==> src/rtl/invol_arbiter_if.sv <==
// Handshake bundle between the involuntary-response units, the command engine
// and invol_arbiter. The slave modport is the arbiter's view.
interface invol_arbiter_if #(
  parameter int NUNITS    = 5,
  parameter int UNIT_BITS = 3
);
  logic [NUNITS-1:0]    invol_req;
  logic [NUNITS-1:0]    req_mask;
  logic                 engine_idle;
  logic [NUNITS-1:0]    unit_cmd_done;
  logic                 clear_err;
  logic [NUNITS-1:0]    invol_grant;
  logic                 engine_claim;
  logic [UNIT_BITS-1:0] sel_unit;
  logic                 busy;
  logic                 timeout_err;
  logic [UNIT_BITS-1:0] timeout_unit;

  modport slave (
    input  invol_req, req_mask, engine_idle, unit_cmd_done, clear_err,
    output invol_grant, engine_claim, sel_unit, busy, timeout_err, timeout_unit
  );

  modport master (
    output invol_req, req_mask, engine_idle, unit_cmd_done, clear_err,
    input  invol_grant, engine_claim, sel_unit, busy, timeout_err, timeout_unit
  );
endinterface

==> src/rtl/invol_arbiter.sv <==
// Round-robin arbiter for unsolicited unit responses: grants one unit while the
// command engine is idle, holds until that unit's done, with a stuck-unit watchdog.
module invol_arbiter #(
  parameter int NUNITS       = 5,
  parameter int UNIT_BITS    = 3,
  parameter int TIMEOUT      = 65535,
  parameter int TIMEOUT_BITS = 16
) (
  input  logic clk,
  input  logic rst_n,
  invol_arbiter_if.slave bus
);

  typedef enum logic [1:0] {
    ST_IDLE      = 2'd0,
    ST_GRANT     = 2'd1,
    ST_WAIT_DONE = 2'd2,
    ST_HOLDOFF   = 2'd3
  } state_t;

  state_t                  r_state;
  logic [UNIT_BITS-1:0]    r_last;
  logic [UNIT_BITS-1:0]    r_sel;
  logic [NUNITS-1:0]       r_grant;
  logic                    r_claim;
  logic                    r_busy;
  logic                    r_err;
  logic [UNIT_BITS-1:0]    r_err_unit;
  logic [TIMEOUT_BITS-1:0] r_wd;

  logic [NUNITS-1:0]       w_elig;
  logic                    w_found;
  logic [UNIT_BITS-1:0]    w_pick;

  // Scan starts just after the last served unit and wraps modulo NUNITS.
  function automatic logic [UNIT_BITS:0] rr_pick(
    input logic [NUNITS-1:0]    elig,
    input logic [UNIT_BITS-1:0] last
  );
    logic                 found;
    logic [UNIT_BITS-1:0] pick;
    logic [UNIT_BITS-1:0] idx;
    int                   cand;
    found = 1'b0;
    pick  = '0;
    for (int i = 1; i <= NUNITS; i++) begin
      cand = (int'(last) + i) % NUNITS;
      idx  = UNIT_BITS'(cand);
      if (!found && elig[idx]) begin
        found = 1'b1;
        pick  = idx;
      end else begin
        found = found;
      end
    end
    return {found, pick};
  endfunction

  // Eligible set and round-robin winner for the IDLE arbitration.
  always_comb begin
    w_elig             = bus.invol_req & bus.req_mask;
    {w_found, w_pick}  = rr_pick(w_elig, r_last);
  end

  // Arbiter FSM with registered outputs, watchdog and sticky error capture.
  always_ff @(posedge clk) begin
    if (!rst_n) begin
      r_state    <= ST_IDLE;
      r_last     <= UNIT_BITS'(NUNITS - 1);
      r_sel      <= '0;
      r_grant    <= '0;
      r_claim    <= 1'b0;
      r_busy     <= 1'b0;
      r_err      <= 1'b0;
      r_err_unit <= '0;
      r_wd       <= '0;
    end else begin
      r_grant <= '0;
      r_claim <= 1'b0;
      if (bus.clear_err) begin
        r_err      <= 1'b0;
        r_err_unit <= '0;
      end
      case (r_state)
        ST_IDLE: begin
          if (bus.engine_idle && w_found) begin
            r_sel   <= w_pick;
            r_busy  <= 1'b1;
            r_state <= ST_GRANT;
          end else begin
            r_busy  <= 1'b0;
          end
        end
        ST_GRANT: begin
          // Request or engine may have gone away since arbitration; abort quietly.
          if (bus.engine_idle && bus.invol_req[r_sel]) begin
            r_grant <= {{(NUNITS-1){1'b0}}, 1'b1} << r_sel;
            r_claim <= 1'b1;
            r_wd    <= '0;
            r_state <= ST_WAIT_DONE;
          end else begin
            r_busy  <= 1'b0;
            r_state <= ST_IDLE;
          end
        end
        ST_WAIT_DONE: begin
          if (r_wd != {TIMEOUT_BITS{1'b1}}) begin
            r_wd <= r_wd + {{(TIMEOUT_BITS-1){1'b0}}, 1'b1};
          end
          if (bus.unit_cmd_done[r_sel]) begin
            r_last  <= r_sel;
            r_state <= ST_HOLDOFF;
          end else if (r_wd == TIMEOUT_BITS'(TIMEOUT - 1)) begin
            // A same-cycle clear wins and this expiry is not recorded.
            if (!bus.clear_err) begin
              r_err <= 1'b1;
              if (!r_err) begin
                r_err_unit <= r_sel;
              end
            end
            r_last  <= r_sel;
            r_state <= ST_HOLDOFF;
          end
        end
        ST_HOLDOFF: begin
          r_busy  <= 1'b0;
          r_state <= ST_IDLE;
        end
        default: begin
          r_busy  <= 1'b0;
          r_state <= ST_IDLE;
        end
      endcase
    end
  end

  assign bus.invol_grant  = r_grant;
  assign bus.engine_claim = r_claim;
  assign bus.sel_unit     = r_sel;
  assign bus.busy         = r_busy;
  assign bus.timeout_err  = r_err;
  assign bus.timeout_unit = r_err_unit;

endmodule

==> src/flat_wrapper.sv <==
// flat-port wrapper written by rule: the top's interface ports become plain ports
module invol_arbiter_flat 
#(
  parameter int NUNITS       = 5,
  parameter int UNIT_BITS    = 3,
  parameter int TIMEOUT      = 65535,
  parameter int TIMEOUT_BITS = 16
)
  (clk, rst_n, bus_invol_req, bus_req_mask, bus_engine_idle, bus_unit_cmd_done, bus_clear_err, bus_invol_grant, bus_engine_claim, bus_sel_unit, bus_busy, bus_timeout_err, bus_timeout_unit);
  invol_arbiter_if #(.NUNITS(NUNITS), .UNIT_BITS(UNIT_BITS)) bus_i ();
  input  logic clk;
  input  logic rst_n;
  input wire logic [$bits(bus_i.invol_req)-1:0] bus_invol_req;
  input wire logic [$bits(bus_i.req_mask)-1:0] bus_req_mask;
  input wire logic [$bits(bus_i.engine_idle)-1:0] bus_engine_idle;
  input wire logic [$bits(bus_i.unit_cmd_done)-1:0] bus_unit_cmd_done;
  input wire logic [$bits(bus_i.clear_err)-1:0] bus_clear_err;
  output wire logic [$bits(bus_i.invol_grant)-1:0] bus_invol_grant;
  output wire logic [$bits(bus_i.engine_claim)-1:0] bus_engine_claim;
  output wire logic [$bits(bus_i.sel_unit)-1:0] bus_sel_unit;
  output wire logic [$bits(bus_i.busy)-1:0] bus_busy;
  output wire logic [$bits(bus_i.timeout_err)-1:0] bus_timeout_err;
  output wire logic [$bits(bus_i.timeout_unit)-1:0] bus_timeout_unit;
  assign bus_i.invol_req = bus_invol_req;
  assign bus_i.req_mask = bus_req_mask;
  assign bus_i.engine_idle = bus_engine_idle;
  assign bus_i.unit_cmd_done = bus_unit_cmd_done;
  assign bus_i.clear_err = bus_clear_err;
  assign bus_invol_grant = bus_i.invol_grant;
  assign bus_engine_claim = bus_i.engine_claim;
  assign bus_sel_unit = bus_i.sel_unit;
  assign bus_busy = bus_i.busy;
  assign bus_timeout_err = bus_i.timeout_err;
  assign bus_timeout_unit = bus_i.timeout_unit;
  invol_arbiter #(.NUNITS(NUNITS), .UNIT_BITS(UNIT_BITS), .TIMEOUT(TIMEOUT), .TIMEOUT_BITS(TIMEOUT_BITS)) u_core (.clk(clk), .rst_n(rst_n), .bus(bus_i));
endmodule
==> config.mk <==
export PLATFORM = sky130hd
export DESIGN_NAME = invol_arbiter_flat
export DESIGN_NICKNAME = d
export VERILOG_FILES = /design/src/rtl/invol_arbiter_if.sv /design/src/rtl/invol_arbiter.sv /design/src/flat_wrapper.sv
export SDC_FILE = /design/constraint.sdc
export NUM_CORES = 1
export LEC_CHECK = 0
export ABC_AREA = 1
export CORE_UTILIZATION = 55
export CTS_CLUSTER_DIAMETER = 200
export DETAILED_ROUTE_END_ITERATION = 7
export HOLD_SLACK_MARGIN = 0.15
export PLACE_DENSITY = 0.78
export RECOVER_POWER = 25
export REMOVE_ABC_BUFFERS = 1
export SLEW_MARGIN = 40
export SYNTH_ARGS = -nofsm -noshare
export SYNTH_HDL_FRONTEND = slang
export SYNTH_SLANG_ARGS = --single-unit
==> constraint.sdc <==
create_clock -name clk -period 4.7 [get_ports clk]
set_input_delay 0.94 -clock clk [delete_from_list [all_inputs] [get_ports clk]]
set_output_delay 0.94 -clock clk [all_outputs]
set_load 0.005 [all_outputs]
==> impl_metrics.ini, run 1 <==
[outcome]
outcome = finished clean

[clocking]
clk_latency_ps = 290
worst_setup_hold_path_clk_slew_ps = 70
cts_resized = 0
cts_tree = built
cts_hold_buffers = 0
clk_root_buffer_cell = sky130_fd_sc_hd__clkbuf_8
clk_path_buf_depth = 2
h-tree-depth = 2
cts_num_sinks = 35
tritoncts.num_buffers = 5
cts_setup_buffers = 0

[synth]
number_of_warnings_issued_by_yosys = 0
yosys.area_share.xor_xnor_pct = 2.21
netlist-cell-type-count = 42
synth_top_area_cell = sky130_fd_sc_hd__dfxtp_1
netlist_area_um2 = 3170
netlist.area_leader.share_pct = 22.1
yosysSeqAreaShare_pct = 22.1
synth_compound_gate_area_share_pct = 12.2
synth.mux.area_fraction_pct = 0.315
mean_area_per_synthesized_cell_um2 = 6.28
postSynthCellCount = 505
synth_area_leaders = sky130_fd_sc_hd__dfxtp_1, sky130_fd_sc_hd__nand2_1, sky130_fd_sc_hd__ha_1
post_synth_and_or_nand_nor_area_fraction_pct = 40.7
yosys_register_bits = 35
synth_top_family_by_area = simple AND/OR/NAND/NOR gates
synthAdderAreaFrac_pct = 12.6

[setup_path]
critical-path-slowest-cell = sky130_fd_sc_hd__dfxtp_1
criticalPathCategory = flop to flop
worst_path_most_repeated_cell = sky130_fd_sc_hd__nand2_1
worst-endpoint-required_ps = 4890
r2r_start = u_core.r_last[1]
ff2ff_path_depth = 26
reg2reg_slack_ps = 640
data_arrival_critical_path_ps = 4250
buf_inv_on_cp = 3
worst-path-max-fanout = 10
worst_path_dominant_cell_family = simple AND/OR/NAND/NOR gates
critical-path-max-stage-delay_ps = 540
cp_startpoint_kind = flop
worstReg2RegEnd = u_core.bus.sel_unit[1]
endpoint_kind = flop
cp.depth = 26

[power_and_ir_drop]
worst_ir_drop_vdd_mv = 0.295
powerDensity_nw_per_um2 = 540
leakage_power_of_the_design_nw = 1.81

[global_route]
grt_max_degree = 20
number_of_antenna_violations_at_the_first_check_in_global_routing = 0
grt_pass1_wl_um = 12600
grt_pass1_vias = 2889
grt_overflow_total = 0
grt_util_all_layers_pct = 25.8

[route]
drc_errors = 0
number_of_drc_markers_in_iteration_0 = 211
drt-wirelength-per-cell_um = 12.4
drt-pass1-iter-count = 4
via_count = 3334
via_per_instance_ratio = 5.44
drt.antenna.violating_nets = 0
routed_wl_um = 7630

[die]
initial_core_util_pct = 57.3
placeableCoreArea_um2 = 5540
dieArea_um2 = 6080
io_count = 33
floorplan.rows = 27
chipWidth_um = 78.0
die_height_um = 78.0

[timing]
period_needed_ps = 4060
max_freq_mhz = 246
worst_slew_pin_slew_ps = 567
hold_violations = 0
tns_ps = 0
min_period_over_period_pct = 86.4
clock_skew_ps = 3.95
max-slew-margin-rel_pct = 61.8
setup_repair_after_global_routing_missed_its_margin = false
drv_slew = 0
timing.final.setup_violations = 0

[final_layout]
antenna_cells = 0
layout_commonest_cell = sky130_fd_sc_hd__nand2_1
most-common-layout-cells = sky130_fd_sc_hd__nand2_1, sky130_fd_sc_hd__inv_1, sky130_fd_sc_hd__nand3_1
final_cell_area_um2 = 3650
final_cell_utilization_of_the_core_pct = 65.9
syn2layout_area_growth_pct = 15.0
nets = 591
layout.filler_cells = 529
layout-drive-gt1-share_pct = 6.65

[hold_path]
hold_path_end = u_core.r_wd[14]
worst_hold_startpoint = u_core.r_wd[14]
hold_class = flop to flop
min_path_cells = 2

[flow_run]
max-cap-violations = 0

[placement]
buffer_ports.inserted = 32
place_hpwl_um = 5940
dpl_cell_area_um2 = 3570
gp_routability_congestion = 0.981
-- how the worst max path moves through the flow --
| stage | startpoint | endpoint | slack [ps] |
|---|---|---|---|
| final | u_core.r_last[1] | u_core.bus.sel_unit[1] | 640 |
| after global routing | u_core.r_last[1] | u_core.bus.sel_unit[1] | 230 |
| after CTS | u_core.r_last[1] | u_core.bus.sel_unit[2] | 670 |
| after detailed placement | u_core.r_last[1] | u_core.bus.sel_unit[2] | 670 |
| after global placement | u_core.r_last[1] | u_core.bus.sel_unit[0] | 950 |
| after floorplan | u_core.r_last[0] | flop | 930 |
-- final cells by class --
type / instances / area [µm²] / area share (%)
Clock buffer: 7 / 76.3 / 2.09
Clock inverter: 1 / 5.00 / 0.137
Inverter: 77 / 290 / 7.96
Multi-Input combinational cell: 388 / 2160 / 59.2
Sequential cell: 35 / 701 / 19.2
Tap cell: 72 / 90.1 / 2.47
Timing Repair Buffer: 33 / 328 / 8.98
-- worst min-delay path: stages, from the launching register on --
cell and delay, ps:
sky130_fd_sc_hd__dfxtp_1 310, sky130_fd_sc_hd__inv_1 50, sky130_fd_sc_hd__a21oi_1 50
-- registers in the layout, indices dropped and copies added, names as in the netlist, named ones only --
name                     cells
u_core.r_last                3
u_core.bus.sel_unit          3
u_core.bus.invol_grant       5
u_core.bus.engine_claim      1
u_core.r_wd                 16
u_core.bus.busy              1
u_core.bus.timeout_unit      3
u_core.bus.timeout_err       1
u_core.r_state               1
-- synth_stat cells, drive strengths merged --
cell,instances
o211a,1
buf,4
a211oi,3
dfxtp,35
o31ai,2
ha,32
nor4,1
xnor2,1
nor2,40
o21bai,1
clkinv,1
nand3b,2
o21ai,32
o31a,1
a21boi,1
nor3,18
o22ai,1
a21oi,22
nand2,141
xor2,7
and3,2
nand4,7
a31oi,2
and2,3
nor3b,3
clkbuf,1
o211ai,3
mux2i,1
nand3,61
inv,76
-- metrics by stage --
step	power (mW)	setup slack (ps)	instances	hold WS (ps)
CTS	1.95	668	613	453
finish	1.97	638	613	457
detailed placement	1.74	675	605	442
floorplan	1.44	926	500	424
global placement	1.69	945	605	436
global route	2.17	227	613	472
-- cell families (layout without fill, tap and decap cells) --
logic type	Yosys count	count (layout)
and+or+nand+nor	278	278
adders and majority gates	32	32
muxes	1	1
xor gates and xnor gates	8	8
AOI/OAI and AO/OA	69	69
DFF	35	35
buffers and inverters	82	118
-- layer usage --
metal  part of all wire [%]  vias up  global-route usage, %
met4                    1.1        0                   6.30
met5                      0        -                      0
met2                     44       92                   41.7
met3                    5.5       11                   4.24
met1                     50     1514                   35.6
li1                       -     1717                      -
-- where the power goes --
part / leakage (nW) / switching (mW) / internal [mW]
sequential: 0.284 / 0.0447 / 0.328
combinational: 1.48 / 0.906 / 0.481
clock: 0.0422 / 0.106 / 0.104
total: 1.81 / 1.06 / 0.913
Note: power is estimated with default switching activity, not from simulation.
==> inputs of run 2 (changes only) <==
--- a/config.mk
+++ b/config.mk
@@ -7,12 +7,14 @@
 export LEC_CHECK = 0
 export ABC_AREA = 1
 export CORE_UTILIZATION = 55
+export CTS_BUF_LIST = sky130_fd_sc_hd__clkbuf_4 sky130_fd_sc_hd__clkbuf_8
 export CTS_CLUSTER_DIAMETER = 200
 export DETAILED_ROUTE_END_ITERATION = 7
 export HOLD_SLACK_MARGIN = 0.15
 export PLACE_DENSITY = 0.78
 export RECOVER_POWER = 25
 export REMOVE_ABC_BUFFERS = 1
+export SETUP_SLACK_MARGIN = 0.3
 export SLEW_MARGIN = 40
 export SYNTH_ARGS = -nofsm -noshare
 export SYNTH_HDL_FRONTEND = slang
==> run 2 against run 1 <==
Effect of this change: design area up 0.27%; worst setup slack better by 75 ps; critical path depth did not move; largest power group unchanged; register-to-register slack gained 80 ps; sequential share of layout area fell by 0.053 points; combinational power about the same; power is 0.62% higher.
==> impl_metrics.ini, run 2 (synthesis results as in run 1) <==
[global_route]
grt_pass1_wl_um = 12600
grt_pass1_vias = 2883
grt_util_all_layers_pct = 25.7
grt_overflow_total = 0
grt_max_degree = 20
number_of_antenna_violations_at_the_first_check_in_global_routing = 0

[route]
drt.antenna.violating_nets = 0
via_per_instance_ratio = 5.41
drt-wirelength-per-cell_um = 12.5
drc_errors = 0
via_count = 3317
number_of_drc_markers_in_iteration_0 = 176
routed_wl_um = 7650
drt-pass1-iter-count = 6

[placement]
gp_routability_congestion = 0.981
preCtsSetupSlack_ps = 675
place_hpwl_um = 5940
place.detailed.instances = 605
buffer_ports.inserted = 32

[die]
placeableCoreArea_um2 = 5540
chipWidth_um = 78.0
floorplan.rows = 27
dieArea_um2 = 6080
initial_core_util_pct = 57.3
die_height_um = 78.0
io_count = 33

[clocking]
clk_latency_ps = 290
cts_tree = built
cts_hold_buffers = 0
cts_resized = 0
tritoncts.num_buffers = 5
cts_num_sinks = 35
cts_setup_buffers = 0
worst_setup_hold_path_clk_slew_ps = 70
clk_root_buffer_cell = sky130_fd_sc_hd__clkbuf_8
clk_path_buf_depth = 2
h-tree-depth = 2

[final_layout]
layout-drive-gt1-share_pct = 7.21
final_cell_utilization_of_the_core_pct = 66.0
largest_register = u_core.r_wd
nets = 591
most-common-layout-cells = sky130_fd_sc_hd__nand2_1, sky130_fd_sc_hd__inv_1, sky130_fd_sc_hd__nand3_1
largest_register_ffs = 16
fin_cells = 613
antenna_cells = 0
layout_commonest_cell = sky130_fd_sc_hd__nand2_1
syn2layout_area_growth_pct = 15.3

[timing]
worst_slew_pin_slew_ps = 565
max-slew-margin-rel_pct = 62.0
max_freq_mhz = 251
timing.final.setup_violations = 0
period_needed_ps = 3990
setup_repair_after_global_routing_missed_its_margin = false
drv_slew = 0
tns_ps = 0
worst_hold_slack_ps = 455
hold_violations = 0
min_period_over_period_pct = 84.8
clock_skew_ps = 3.23
timing.final.ws_setup_ps = 714

[setup_path]
worst-path-max-fanout = 10
criticalPathCategory = flop to flop
data_arrival_critical_path_ps = 4180
cp_startpoint_kind = flop
worst-endpoint-required_ps = 4890
endpoint_kind = flop

[power_and_ir_drop]
leakage_power_of_the_design_nw = 1.81
powerDensity_nw_per_um2 = 542
worst_ir_drop_vdd_mv = 0.295

[hold_path]
hold_class = flop to flop

[outcome]
outcome = finished clean

[flow_run]
max-cap-violations = 0
==> run 2: cell types whose count changed in the layout (fill, tap and decap cells not counted) <==
cell / before / now
sky130_fd_sc_hd__ha_2: 0 / 1
sky130_fd_sc_hd__ha_1: 32 / 31
sky130_fd_sc_hd__clkbuf_4: 0 / 2
sky130_fd_sc_hd__clkbuf_1: 2 / 0
==> run 2: critical path, stage by stage (launching register included) <==
cell and delay (ps):
sky130_fd_sc_hd__dfxtp_1 540, sky130_fd_sc_hd__inv_1 210, sky130_fd_sc_hd__ha_2 490, sky130_fd_sc_hd__inv_1 180, sky130_fd_sc_hd__ha_1 260, sky130_fd_sc_hd__nor2_1 110
sky130_fd_sc_hd__nand3_1 110, sky130_fd_sc_hd__nand2_1 110, sky130_fd_sc_hd__xor2_1 250, sky130_fd_sc_hd__ha_1 240, sky130_fd_sc_hd__nand2_1 80, sky130_fd_sc_hd__nand3_2 110
sky130_fd_sc_hd__nand2_2 100, sky130_fd_sc_hd__nand2_2 90, sky130_fd_sc_hd__nand2_2 70, sky130_fd_sc_hd__nand2_1 60, sky130_fd_sc_hd__nand3_1 60, sky130_fd_sc_hd__nand2_1 60
sky130_fd_sc_hd__nand2_1 60, sky130_fd_sc_hd__nand2_2 90, sky130_fd_sc_hd__nor2_4 60, sky130_fd_sc_hd__nand2_1 80, sky130_fd_sc_hd__nor2_1 50, sky130_fd_sc_hd__nor3_1 240
sky130_fd_sc_hd__nand2_1 90, sky130_fd_sc_hd__nand2_1 70, sky130_fd_sc_hd__inv_1 30
==> run 2: final cells by class <==
class / instances / area (µm²)
Clock inverter: 1 / 5.00
Inverter: 77 / 290
Sequential cell: 35 / 701
Tap cell: 72 / 90.1
Clock buffer: 7 / 83.8
Multi-Input combinational cell: 388 / 2160
Fill cell: 530 / 1880
Timing Repair Buffer: 33 / 328
==> run 2: path summary, 6_finish.rpt <==
kind                            slack, ps  cells after the start        startpoint                      to
worst min-delay path                  460                      2   u_core.r_wd[14]         u_core.r_wd[14]
worst max-delay path                  710                     26  u_core.r_last[1]  u_core.bus.sel_unit[1]
worst min register to register        460                      2   u_core.r_wd[14]         u_core.r_wd[14]
worst max register to register        710                     26  u_core.r_last[1]  u_core.bus.sel_unit[1]
==> run 2: metrics by stage <==
| step | cell area, µm² | power (mW) |
|---|---|---|
| 2_1_floorplan | 3150 | 1.44 |
| 3_3_place_gp | 3570 | 1.69 |
| 3_5_place_dp | 3570 | 1.74 |
| 4_1_cts | 3660 | 1.97 |
| 5_1_grt | 3660 | 2.18 |
| 6_report | 3660 | 1.98 |
==> run 2: layer usage <==
metal | GRT usage, % | vias to the layer above | share of wire, %
met5 | 0 | - | 0
met4 | 6.48 | 0 | 0.90
met1 | 35.5 | 1495 | 50
li1 | - | 1717 | -
met2 | 41.5 | 94 | 44
met3 | 4.35 | 11 | 5.6
==> run 2: where the power goes <==
group          internal, mW  switching (mW)
clock network         0.115           0.105
logic                 0.483           0.907
registers             0.328          0.0447
total                 0.926            1.06
==> variant 1 (settings of run 2) <==
Re-encode `state_t` (4 states) as one-hot, 4 bits wide.
--- a/src/rtl/invol_arbiter.sv
+++ b/src/rtl/invol_arbiter.sv
@@ -12,9 +12,9 @@
 );
 
-  typedef enum logic [1:0] {
-    ST_IDLE      = 2'd0,
-    ST_GRANT     = 2'd1,
-    ST_WAIT_DONE = 2'd2,
-    ST_HOLDOFF   = 2'd3
+  typedef enum logic [3:0] {
+    ST_IDLE      = 4'b0001,
+    ST_GRANT     = 4'b0010,
+    ST_WAIT_DONE = 4'b0100,
+    ST_HOLDOFF   = 4'b1000
   } state_t;
 
Check against the original RTL: no difference found for any inputs over 4 cycles, from zero or initial values and one cycle with rst_n low; so few cycles prove little.
==> variant 1 against run 2 <==
- worst setup slack better by 0.26 ns
- wire length increased by 2.0%
- sequential cell count is 2 higher
- cell area is 4.9% higher
- area after synthesis rose by 5.8%
- fmax rose by 7.0%
- non-clock buffer count up 1
- sequential share of layout area increased by 0.15 points
- critical path type unchanged
Power is left out: it rests on default switching activity, and per cell area and clock period it moved more than threefold.
==> variant 1: results (changes against run 2) <==
Global route
  • GR Util met1: 30.8% (was 35.5%)
  • Largest net degree at the start of global routing: 20 (unchanged)
  • Initial antenna violation count: 0 (unchanged)
  • Met3 GRT Util: 5.45% (was 4.35%)
  • Global Route Usage Sum: 25.4% (was 25.7%)
  • Vias in the first global route: 3047 (was 2883)
  • Met2 usage: 44.9% (was 41.5%)
  • First-pass GRT wire length: 12800 um (was 12600 um)

Clock tree
  • Total CTS buffers: 5 (unchanged)
  • # Post-CTS Setup Buffers: 0 (unchanged)
  • CTS max path bufs: 2 (unchanged)
  • Reg clk slew, reported paths: 0.07 ns (about the same)
  • Clk_lat worst skew: 0.29 ns (about the same)
  • CTS H-Tree Depth: 2 (unchanged)
  • Clock root buffer: clkbuf_8 (unchanged)
  • PostCTS Resize Cnt: 0 (unchanged)

Setup path
  • WP data arrival: 3.95 ns (was 4.18 ns)
  • Largest delay share family, worst path: simple AND/OR/NAND/NOR gates (unchanged)
  • Worst path max stage delay: 0.58 ns (was 0.54 ns)
  • Critical path's slowest cell: ha_1 (was dfxtp_1)
  • Worst-path fanout max: 10 (unchanged)

Synthesis
  • Most instantiated cells after synthesis: nand2_1 (136), inv_1 (69), nand3_1 (47), nor2_1 (47), dfxtp_1 (37) (was nand2_1 (128), inv_1 (73), nand3_1 (56))
  • Post-synth ARST share: 0% (unchanged)
  • Synth Flop Type: dfxtp_1 (unchanged)
  • Netlist cell types: 45 (was 42)
  • Compound-Gate Fraction of Synth Area: 13.1% (was 12.2%)
  • Post-synthesis mux area share: 0.298% (was 0.315%)
  • XOR/XNOR Fraction of Synth Area: 0.783% (was 2.21%)
  • Syn avg cell area: 6.39 um2 (was 6.28 um2)
  • Synth Area in Adders: 10.4% (was 12.6%)
  • Synth warn: 0 (unchanged)
  • Post-synthesis sequential area ratio: 22.1% (about the same)
  • Largest cells by area after synthesis: dfxtp_1 (22%), nand2_1 (15%), ha_1 (10%) (was dfxtp_1 (22%), nand2_1 (15%), ha_1 (13%))

Routing
  • Routed vias: 3376 (was 3317)
  • Metal2 WL: 3640 um (was 3350 um)
  • Met3 routed WL: 410 um (was 425 um)
  • Routed len/inst: 12.2 um (was 12.5 um)
  • First drt pass iteration count: 4 (was 6)
  • DR iter-0 viols: 205 (was 176)
  • Top Layer Used: met4 (unchanged)
  • M1 WL: 3670 um (was 3800 um)

Placement
  • Placed insts: 629 (was 605)
  • Detail Placement HPWL: 6180 um (was 5940 um)
  • Placed cell areas: 3750 um2 (was 3570 um2)
  • Setup slack at placement: 1.03 ns (was 0.675 ns)
  • Gpl congestion: 0.925 (was 0.981)
  • Port bufs: 32 (unchanged)

Hold path
  • Hold/Removal Path Class: reg -> reg (unchanged)

Final layout
  • Antenna diode count: 0 (unchanged)
  • Share of cells above drive strength 1: 12.3% (was 7.21%)
  • Largest register FFs: 16 (unchanged)
  • Final net count: 608 (was 591)
  • Biggest register: u_core.r_wd (unchanged)
  • Final cell count without fillers: 637 (was 613)

STA
  • Final Skew: 0.00238 ns (was 0.00323 ns)
  • Worst slew margin: 61.0% (was 62.0%)

Status
  • Status: completed (unchanged)
variant 1: cell types whose count changed after synthesis, sizes merged, moves of 4 or more:
cell,run 2,this run
nor2,40,50
nand2,141,159
ha,32,28
o211ai,3,7
nor3,18,13
xor2,7,2
inv,76,80
variant 1: worst paths after layout:
check,start,to,cells past startpoint,slack [ns]
min,u_core.r_wd[15],u_core.r_wd[15],1,0.45
max reg2reg,u_core.r_last[1],u_core.bus.sel_unit[0],22,0.97
max,u_core.r_last[1],u_core.bus.sel_unit[0],22,0.97
min reg2reg,u_core.r_wd[15],u_core.r_wd[15],1,0.45
variant 1: area by class of cell:
cell class / count / area, um2
clock buffer: 6 / 76.3
timing repair buffer: 34 / 335
fill: 544 / 2080
inverter: 82 / 313
clock inverter: 2 / 10.0
sequential: 37 / 741
multi-input combinational: 401 / 2270
tap: 75 / 93.8
==> variant 2 (settings of run 2) <==
Without the edit above. `NUNITS` is set to 5 in 3 places; all go to 4.
--- a/src/rtl/invol_arbiter_if.sv
+++ b/src/rtl/invol_arbiter_if.sv
@@ -2,5 +2,5 @@
 // and invol_arbiter. The slave modport is the arbiter's view.
 interface invol_arbiter_if #(
-  parameter int NUNITS    = 5,
+  parameter int NUNITS    = 4,
   parameter int UNIT_BITS = 3
 );
--- a/src/rtl/invol_arbiter.sv
+++ b/src/rtl/invol_arbiter.sv
@@ -2,5 +2,5 @@
 // command engine is idle, holds until that unit's done, with a stuck-unit watchdog.
 module invol_arbiter #(
-  parameter int NUNITS       = 5,
+  parameter int NUNITS       = 4,
   parameter int UNIT_BITS    = 3,
   parameter int TIMEOUT      = 65535,
--- a/src/flat_wrapper.sv
+++ b/src/flat_wrapper.sv
@@ -2,5 +2,5 @@
 module invol_arbiter_flat 
 #(
-  parameter int NUNITS       = 5,
+  parameter int NUNITS       = 4,
   parameter int UNIT_BITS    = 3,
   parameter int TIMEOUT      = 65535,
Ports: changed (resized bus_invol_grant, bus_invol_req, bus_req_mask and bus_unit_cmd_done); port bits go from 33 to 29. The function was not compared with the original's and may differ.
==> variant 2 against run 2 <==
- cell area decreased by 38%
- sequential share of layout area rose by 9.3 points
- wire length shrank 43%
- sequential power fell by 10%
- power shrank 54%
- area after synthesis fell by 40%
- worst setup slack better by 1.7 ns
- fmax grew 71%
- sequential cell count down 3
- critical path type is now reg -> out
- critical endpoint is now bus_sel_unit[0]
- highest routed layer unchanged
==> variant 2: results (changes against run 2) <==
Final layout
  • Share of cells above drive strength 1: 6.90% (was 7.21%)
  • Final net count: 342 (was 591)
  • Biggest register: u_core.r_wd (unchanged)
  • P&R area growth vs syn: 18.2% (was 15.3%)
  • FILL cells: 314 (was 530)
  • Antenna diode count: 0 (unchanged)
  • Largest register FFs: 16 (unchanged)

Synthesis
  • Most instantiated cells after synthesis: nand2_1 (84), nor2_1 (39), dfxtp_1 (32) (was nand2_1 (128), inv_1 (73), nand3_1 (56))
  • Post-synthesis sequential area ratio: 33.6% (was 22.1%)
  • Largest cells by area after synthesis: dfxtp_1 (34%), nand2_1 (17%), nor2_1 (7.7%) (was dfxtp_1 (22%), nand2_1 (15%), ha_1 (13%))
  • Netlist cell types: 30 (was 42)

Clock tree
  • Reg clk slew, reported paths: 0.09 ns (was 0.07 ns)
  • # Post-CTS Setup Buffers: 0 (unchanged)
  • PostCTS Resize Cnt: 0 (unchanged)
  • Clk_lat worst skew: 0.33 ns (was 0.29 ns)
  • Clock root buffer: clkbuf_4 (was clkbuf_8)
  • CTS H-Tree Depth: 2 (unchanged)
  • Total CTS buffers: 5 (unchanged)

Routing
  • Mean number of vias per cell: 5.16 (was 5.41)
  • Routed len/inst: 11.8 um (was 12.5 um)
  • First drt pass iteration count: 4 (was 6)
  • DR iter-0 viols: 147 (was 176)

Flow run
  • Max-cap violations: 0 (unchanged)

Global route
  • Initial antenna violation count: 0 (unchanged)
  • First-pass GRT wire length: 7180 um (was 12600 um)
  • Vias in the first global route: 1636 (was 2883)
  • Largest net degree at the start of global routing: 20 (unchanged)
  • Global Route Usage Sum: 26.1% (was 25.7%)

STA
  • Final Skew: 0.00498 ns (was 0.00323 ns)
  • Final hold viol count: 0 (unchanged)
  • Worst slew margin: 64.5% (was 62.0%)

Setup path
  • Largest delay share family, worst path: buffers and inverters (was simple AND/OR/NAND/NOR gates)
  • Worst path max stage delay: 0.56 ns (was 0.54 ns)
  • Critical path's slowest cell: clkdlybuf4s50_1 (was dfxtp_1)
  • WP data arrival: 1.39 ns (was 4.18 ns)
  • Worst-path fanout max: 8 (was 10)

Placement
  • Port bufs: 27 (was 32)
  • Placed cell areas: 2190 um2 (was 3570 um2)
  • Detail Placement HPWL: 3350 um (was 5940 um)
  • Gpl congestion: 0.894 (was 0.981)

Status
  • Status: completed (unchanged)

Power and ir drop
  • VDD IR max: 0.249 mV (was 0.295 mV)
  • Leakage: 0.934 nW (was 1.81 nW)

Hold path
  • Hold/Removal Path Class: reg -> reg (unchanged)
==> variant 2: kinds of logic (layout without fill, tap and decap cells) <==
logic type / count (synthesis) / count (layout) / share of synthesized area (%)
adders and majority gates: 7 / 7 / 4.59
and+or+nand+nor: 168 / 168 / 38.0
buffers and inverters: 34 / 62 / 8.07
DFF: 32 / 32 / 33.6
xor gates and xnor gates: 6 / 6 / 2.75
other: 1 / 1 / 0.197
AOI/OAI and AO/OA: 43 / 43 / 12.8
==> variant 2: worst reg2reg max path, stage by stage, from the launching register on <==
cell     delay [ns]
dfxtp_1        0.40
ha_1           0.20
inv_1          0.09
nor2_1         0.20
nand2_1        0.12
nor2_1         0.12
nand2_1        0.09
nand3_4        0.22
inv_2          0.16
nand3_1        0.09
nand2_1        0.05
a21oi_1        0.11
==> variant 2: stage by stage <==
stage | total power [W] | hold WS, ns | instances | setup slack, ns
final | 0.000906 | 0.492 | 365 | 2.37
after global routing | 0.000978 | 0.513 | 365 | 2.19
after CTS | 0.000912 | 0.491 | 365 | 2.37
after detailed placement | 0.000734 | 0.472 | 358 | 2.05
after global placement | 0.000729 | 0.461 | 358 | 2.09
after floorplan | 0.000617 | 0.443 | 285 | 2.77
==> variant 2: path summary, 6_finish.rpt <==
path         cells past startpoint                          to                       start  slack [ns]
max                              1             bus_sel_unit[0]      u_core.bus.sel_unit[0]        2.37
min                              2  u_core.bus.timeout_unit[2]  u_core.bus.timeout_unit[2]        0.49
max reg2reg                     11              u_core.r_wd[6]              u_core.r_wd[1]        2.78
min reg2reg                      2  u_core.bus.timeout_unit[2]  u_core.bus.timeout_unit[2]        0.49
==> variant 2: area by class of cell <==
type / count / share of cell area, %
multi-input combinational: 225 / 49.4
sequential: 32 / 28.4
timing repair buffer: 27 / 12.0
inverter: 28 / 4.77
clock buffer: 7 / 2.89
tap: 46 / 2.55
==> variant 2: per-layer routing <==
metal | wire length [um] | vias up | GRT usage (%)
li1 | - | 998 | -
met1 | 2120 | 837 | 33.4
met2 | 1960 | 38 | 42.5
met3 | 154 | 10 | 5.97
met4 | 89 | 0 | 10.1
met5 | 0 | - | 0
==> variant 2: report_power, final <==
part | switching (W) | internal, W
clock | 0.0000931 | 0.0000848
sequential | 0.0000341 | 0.000299
combinational | 0.000258 | 0.000138
